--- config.mk ---
export PLATFORM = sky130hd
export DESIGN_NAME = mem_bus_router
export DESIGN_NICKNAME = d
export VERILOG_FILES = /design/src/rtl/mem_bus_router.sv
export SDC_FILE = /design/constraint.sdc
export NUM_CORES = 1
export LEC_CHECK = 0
export CAP_MARGIN = 10
export CORE_AREA = 3 3 106 108
export CTS_CLUSTER_SIZE = 20
export DETAILED_ROUTE_END_ITERATION = 7
export DIE_AREA = 0 0 109 111
export DONT_BUFFER_PORTS = 1
export PLACE_DENSITY = 0.71
export SYNTH_ARGS = -nofsm -noshare
export SYNTH_HDL_FRONTEND = slang
export SYNTH_SLANG_ARGS = --single-unit
--- constraint.sdc ---
create_clock -name clk -period 2.1 [get_ports clk]
set_input_delay 0.21 -clock clk [delete_from_list [all_inputs] [get_ports clk]]
set_output_delay 0.21 -clock clk [all_outputs]
set_load 0.02 [all_outputs]
--- src/rtl/mem_bus_router.sv ---
// mem_bus_router: routes one CPU valid/ready request at a time to the BRAM, UART or LED target.
// Latency: target valid rises the cycle after acceptance; cpu_ready pulses the cycle after the target's ready (unmapped: the cycle after acceptance).
// Backpressure: one transaction in flight; cpu_valid is sampled only in IDLE; a target stalls the CPU for as long as it holds its ready low.
//
// Ports:
//   clk, reset_n                      clock and synchronous active-low reset
//   cpu_valid/ready/addr/wdata/wstrb  CPU request channel (wstrb == 0 means read)
//   cpu_rdata                         read data, held until the next response
//   slv_addr/wdata/wstrb              request fields shared by all targets
//   {bram,uart,led}_valid/ready/rdata per-target handshake and read data
//   bus_err                           one-cycle pulse on an unmapped or timed-out access
//
// Optional feature: define BUS_TIMEOUT_EN to abort a target access after
// TIMEOUT_CYCLES cycles of target valid with no ready.  With the macro
// undefined the router waits indefinitely and carries no counter.

module mem_bus_router #(
  parameter int TIMEOUT_CYCLES = 16
) (
  input  logic        clk,
  input  logic        reset_n,

  input  logic        cpu_valid,
  output logic        cpu_ready,
  input  logic [31:0] cpu_addr,
  input  logic [31:0] cpu_wdata,
  input  logic [3:0]  cpu_wstrb,
  output logic [31:0] cpu_rdata,

  output logic [31:0] slv_addr,
  output logic [31:0] slv_wdata,
  output logic [3:0]  slv_wstrb,

  output logic        bram_valid,
  input  logic        bram_ready,
  input  logic [31:0] bram_rdata,

  output logic        uart_valid,
  input  logic        uart_ready,
  input  logic [31:0] uart_rdata,

  output logic        led_valid,
  input  logic        led_ready,
  input  logic [31:0] led_rdata,

  output logic        bus_err
);

  typedef enum logic [1:0] {
    IDLE   = 2'd0,
    ACCESS = 2'd1,
    RESP   = 2'd2
  } state_t;

  typedef enum logic [1:0] {
    TGT_NONE = 2'd0,
    TGT_BRAM = 2'd1,
    TGT_UART = 2'd2,
    TGT_LED  = 2'd3
  } tgt_t;

  // The counter only needs to reach TIMEOUT_CYCLES-1, so below 2 the
  // timeout would be meaningless.
  if (TIMEOUT_CYCLES < 2) begin : g_timeout_range
    $error("mem_bus_router: TIMEOUT_CYCLES must be at least 2");
  end

  // ---------------------------------------------------------------------------
  // State
  // ---------------------------------------------------------------------------
  state_t      state_q,      state_d;
  tgt_t        tgt_q,        tgt_d;
  logic [31:0] slv_addr_q,   slv_addr_d;
  logic [31:0] slv_wdata_q,  slv_wdata_d;
  logic [3:0]  slv_wstrb_q,  slv_wstrb_d;
  logic        bram_valid_q, bram_valid_d;
  logic        uart_valid_q, uart_valid_d;
  logic        led_valid_q,  led_valid_d;
  logic        cpu_ready_q,  cpu_ready_d;
  logic        bus_err_q,    bus_err_d;
  logic [31:0] cpu_rdata_q,  cpu_rdata_d;

`ifdef BUS_TIMEOUT_EN
  localparam int CNT_W = (TIMEOUT_CYCLES > 2) ? $clog2(TIMEOUT_CYCLES) : 1;
  localparam logic [CNT_W-1:0] CNT_LAST = CNT_W'(TIMEOUT_CYCLES - 1);
  logic [CNT_W-1:0] cnt_q, cnt_d;
`endif

  // ---------------------------------------------------------------------------
  // Address decode of the incoming CPU address
  // ---------------------------------------------------------------------------
  function automatic tgt_t decode(input logic [31:0] addr);
    tgt_t t;
    t = TGT_NONE;
    if (addr[31:13] == 19'h0) begin
      t = TGT_BRAM;
    end else if (addr[31:12] == 20'hF0000) begin
      t = TGT_UART;
    end else if (addr[31:12] == 20'hF0001) begin
      t = TGT_LED;
    end
    return t;
  endfunction

  tgt_t cpu_tgt;
  assign cpu_tgt = decode(cpu_addr);

  // Ready/rdata of the latched target only; every other ready is ignored.
  logic        sel_ready;
  logic [31:0] sel_rdata;

  always_comb begin
    sel_ready = 1'b0;
    sel_rdata = 32'h0;
    case (tgt_q)
      TGT_BRAM: begin
        sel_ready = bram_ready;
        sel_rdata = bram_rdata;
      end
      TGT_UART: begin
        sel_ready = uart_ready;
        sel_rdata = uart_rdata;
      end
      TGT_LED: begin
        sel_ready = led_ready;
        sel_rdata = led_rdata;
      end
      default: begin
        sel_ready = 1'b0;
        sel_rdata = 32'h0;
      end
    endcase
  end

  logic is_read_q;
  assign is_read_q = (slv_wstrb_q == 4'b0000);

  // ---------------------------------------------------------------------------
  // Next-state and registered-output logic
  // ---------------------------------------------------------------------------
  always_comb begin
    state_d      = state_q;
    tgt_d        = tgt_q;
    slv_addr_d   = slv_addr_q;
    slv_wdata_d  = slv_wdata_q;
    slv_wstrb_d  = slv_wstrb_q;
    bram_valid_d = bram_valid_q;
    uart_valid_d = uart_valid_q;
    led_valid_d  = led_valid_q;
    cpu_rdata_d  = cpu_rdata_q;
    // cpu_ready and bus_err are single-cycle pulses by construction.
    cpu_ready_d  = 1'b0;
    bus_err_d    = 1'b0;
`ifdef BUS_TIMEOUT_EN
    cnt_d        = cnt_q;
`endif

    case (state_q)
      IDLE: begin
        if (cpu_valid) begin
          slv_addr_d  = cpu_addr;
          slv_wdata_d = cpu_wdata;
          slv_wstrb_d = cpu_wstrb;
          tgt_d       = cpu_tgt;
`ifdef BUS_TIMEOUT_EN
          cnt_d       = '0;
`endif
          if (cpu_tgt == TGT_NONE) begin
            // Unmapped: answer immediately with an error, never touch a target.
            state_d     = RESP;
            cpu_ready_d = 1'b1;
            bus_err_d   = 1'b1;
            cpu_rdata_d = 32'h0;
          end else begin
            state_d      = ACCESS;
            bram_valid_d = (cpu_tgt == TGT_BRAM);
            uart_valid_d = (cpu_tgt == TGT_UART);
            led_valid_d  = (cpu_tgt == TGT_LED);
          end
        end
      end

      ACCESS: begin
        if (sel_ready) begin
          state_d      = RESP;
          bram_valid_d = 1'b0;
          uart_valid_d = 1'b0;
          led_valid_d  = 1'b0;
          cpu_ready_d  = 1'b1;
          cpu_rdata_d  = is_read_q ? sel_rdata : 32'h0;
        end
`ifdef BUS_TIMEOUT_EN
        // cnt_q counts completed cycles of target valid without ready; the
        // edge that would complete the TIMEOUT_CYCLES-th such cycle aborts.
        else if (cnt_q == CNT_LAST) begin
          state_d      = RESP;
          bram_valid_d = 1'b0;
          uart_valid_d = 1'b0;
          led_valid_d  = 1'b0;
          cpu_ready_d  = 1'b1;
          bus_err_d    = 1'b1;
          cpu_rdata_d  = 32'h0;
        end else begin
          cnt_d = cnt_q + CNT_W'(1);
        end
`endif
      end

      RESP: begin
        // cpu_ready is high for this one cycle; a new request is only
        // sampled once back in IDLE.
        state_d = IDLE;
      end

      default: begin
        state_d      = IDLE;
        bram_valid_d = 1'b0;
        uart_valid_d = 1'b0;
        led_valid_d  = 1'b0;
      end
    endcase
  end

  always_ff @(posedge clk) begin
    if (!reset_n) begin
      state_q      <= IDLE;
      tgt_q        <= TGT_NONE;
      slv_addr_q   <= 32'h0;
      slv_wdata_q  <= 32'h0;
      slv_wstrb_q  <= 4'h0;
      bram_valid_q <= 1'b0;
      uart_valid_q <= 1'b0;
      led_valid_q  <= 1'b0;
      cpu_ready_q  <= 1'b0;
      bus_err_q    <= 1'b0;
      cpu_rdata_q  <= 32'h0;
`ifdef BUS_TIMEOUT_EN
      cnt_q        <= '0;
`endif
    end else begin
      state_q      <= state_d;
      tgt_q        <= tgt_d;
      slv_addr_q   <= slv_addr_d;
      slv_wdata_q  <= slv_wdata_d;
      slv_wstrb_q  <= slv_wstrb_d;
      bram_valid_q <= bram_valid_d;
      uart_valid_q <= uart_valid_d;
      led_valid_q  <= led_valid_d;
      cpu_ready_q  <= cpu_ready_d;
      bus_err_q    <= bus_err_d;
      cpu_rdata_q  <= cpu_rdata_d;
`ifdef BUS_TIMEOUT_EN
      cnt_q        <= cnt_d;
`endif
    end
  end

  // ---------------------------------------------------------------------------
  // Outputs, all straight from flops
  // ---------------------------------------------------------------------------
  assign cpu_ready  = cpu_ready_q;
  assign cpu_rdata  = cpu_rdata_q;
  assign bus_err    = bus_err_q;
  assign slv_addr   = slv_addr_q;
  assign slv_wdata  = slv_wdata_q;
  assign slv_wstrb  = slv_wstrb_q;
  assign bram_valid = bram_valid_q;
  assign uart_valid = uart_valid_q;
  assign led_valid  = led_valid_q;

endmodule

==> summary.txt <==
Status
  • Status: finished, final reports clean

Layout
  • P&R area growth vs syn: 19.6%
  • Layout cells sized above 1: 5.83%
  • Post-layout util: 57.9%
  • Most common cell after layout, fill and taps aside: nand2_1
  • Post-Layout Inst Area: 0.00598 mm2
  • Finished Layout Cells: 753
  • # diodes: 0
  • Total Nets Final: 783
  • Commonest non-fill, non-tap cells in the layout: nand2_1, dfxtp_1, a21boi_0

Clocking
  • CTS clk-pin slew, worst paths: 100 ps
  • Setup bufs post-CTS: 0
  • Root Buffer: clkbuf_8
  • Clk Latency, worst-skew pair: 370 ps
  • H-tree depth: 3
  • Clock Sink Count: 109
  • CTS tree: yes
  • Clock buffer depth: 2
  • TritonCTS Buffers: 9

Timing
  • Achievable clock frequency: 529 MHz
  • Hold_ws: 24.3 ps
  • Worst Max-Slew Pin Slew: 606 ps
  • Final Cycle Share: about 90%
  • Max-slew violations: 0
  • Post-route setup slack: 210 ps
  • Setup tns final: 0 ps
  • Final min period: between 1500 and 2000 ps
  • Fin Clk Skew: between 10 and 15 ps
  • RSZ-0062 raised after global routing: no
  • Final hold vios: 0
  • Setup-failing EPs final: 0
  • Slew HR: 59.6%

GRT
  • Met3 Track Usage GR: 7.63%
  • Largest net degree at the start of global routing: 101
  • Total track usage: a little under a quarter
  • Initial antenna violation count: 0
  • GRT busiest layer: met2
  • First-pass GRT wire length: approximately 21 mm
  • Met2 Track Usage GR: 40.3%
  • Vias in the first global route: 4,170
  • Global route overflow: 0
  • Grt met1 use: roughly 25%

Worst hold path
  • HP Class: in2reg
  • Hold depth: 2
  • Hold endpoint: slv_wdata[13]
  • Hold path startpoint: cpu_wdata[13]

Placement
  • Dpl cell area: between 0.005 and 0.006 mm2
  • Number of port buffers: 0
  • Setup WS pre-CTS: 274 ps
  • GP Congestion: 0.813
  • Post-DP HPWL: 9.64 mm
  • Placed Cells: ~670

Drt
  • First-pass iteration count of the detailed router: 4
  • Total Wirelength: 14.3 mm
  • Vias/cell: 5.56
  • Vias: 4,183
  • Initial detailed-routing violation count: 333
  • Final ANT Viol Nets: 0
  • DR WL/cell: 19.0 um
  • DRC Markers: 0

Setup path
  • Bufs and invs on worst path: 2
  • Crit path max-delay family: buffers and inverters
  • CP startpoint: state_q[1]
  • Startpoint Class: flop
  • Max incr delay on CP: 560 ps
  • R2r worst-path depth: 5
  • Type of the worst setup path: reg2reg
  • Crit path DAT: 2210 ps
  • Worst Path Max Fanout: 71
  • RR Endpoint: slv_addr[21]
  • R2r startpoint: state_q[1]
  • Crit end category: flop
  • Crit-path cells: nor3b_2 -> buf_12 -> nand2_1 -> a21boi_0 -> dlygate4sd3_1
  • Slowest CP cell: dlygate4sd3_1
  • Crit path required time: 2420 ps
  • Reg2Reg Setup Slack: about 210 ps

Logic synthesis
  • Synth warnings: 0
  • Async SR Flop Fraction: 0%
  • Avg Synthesized Cell Area: 8.76 um2
  • Cells after Synth: 571
  • Primary FF master, synth: dfxtp_1
  • Syn nets: 741
  • Post-synth EDFFs: 0
  • Distinct cells, synth: 37
  • Synth Cell Area: 0.00500 mm2
  • Flops & latches, synth: 109
  • Seq/Total Area, Yosys: 43.6%

Floorplan
  • Placeable Area: 0.0103 mm2
  • Full die area: 0.0121 mm2
  • Core Rows: 37
  • Initial core utilization: approximately half
  • Io pins: 275
  • Die Y: 111 um
  • Chip width: 109 um

Power
  • Cell Pwr Density: 685 mW/mm2
  • Total Power: ~4.1 mW
  • Cell leakage power: 2.07 nW
  • VDD IR max: 348 uV

Flow run
  • Max-cap viol count: 0
==> how the worst max path moves through the flow <==
stage / slack [ps] / cells after the start / end
after floorplan: 400 / 6 / cpu_rdata[10]
after global routing: 70 / 5 / slv_addr[21]
after detailed placement: 270 / 4 / slv_wdata[16]
after global placement: 320 / 5 / cpu_rdata[2]
after CTS: 250 / 4 / slv_wdata[16]
final: 210 / 5 / slv_addr[21]
==> power by group <==
part,switching [mW],total (mW),leakage [nW],internal [mW]
sequential,0.163,2.31,0.890,2.15
clock,0.677,1.37,0.105,0.697
combinational,0.204,0.412,1.08,0.208
==> registers in the layout, indices dropped and copies added (netlist names) <==
register	count
cpu_rdata	32
slv_addr	32
slv_wdata	32
slv_wstrb	4
state_q	2
tgt_q	2
bram_valid	1
bus_err	1
cpu_ready	1
led_valid	1
uart_valid	1
==> final cells by class <==
class / instances / area, um2
Multi-Input combinational cell: 414 / 2600
Inverter: 3 / 11.3
Clock buffer: 11 / 141
Timing Repair Buffer: 76 / 798
Fill cell: 897 / 4340
Sequential cell: 109 / 2180
Clock inverter: 4 / 72.6
Tap cell: 136 / 170
==> metal layers <==
metal / share of wire [%] / wire [um]
met1: 38 / 5420
met2: 51 / 7350
met3: 9.1 / 1310
met4: 1.7 / 244
met5: 0 / 0
==> worst reg2reg max path: stages (launching register included) <==
cell and delay (ps):
dfxtp_1 380, nor3b_2 290, buf_12 320, nand2_1 120
a21boi_0 170, dlygate4sd3_1 560
==> cell families after synthesis <==
group,after synthesis,share of synthesized area [%]
and+or+nand+nor,232,20.2
AOI/OAI and AO/OA,114,18.1
DFF,109,43.6
muxes,68,13.6
buffers and inverters,48,4.45
==> cells in the mapped netlist, types with 3 or more instances <==
cell	number	share of area, %
a21boi_0	69	10
buf_1	6	0.45
buf_2	7	0.70
buf_8	3	0.90
clkbuf_1	29	2.2
dfxtp_1	109	44
mux2i_1	68	14
nand2_1	206	15
nor4_4	3	1.3
o2bb2ai_1	33	5.8
==> repair_timing <==
| action | in CTS | in global routing |
|---|---|---|
| hold buffers | 65 | 4 |
| resized for setup | 0 | 0 |
| hold endpoints to repair | 104 | 5 |
Power figures use the tool's default switching activity.
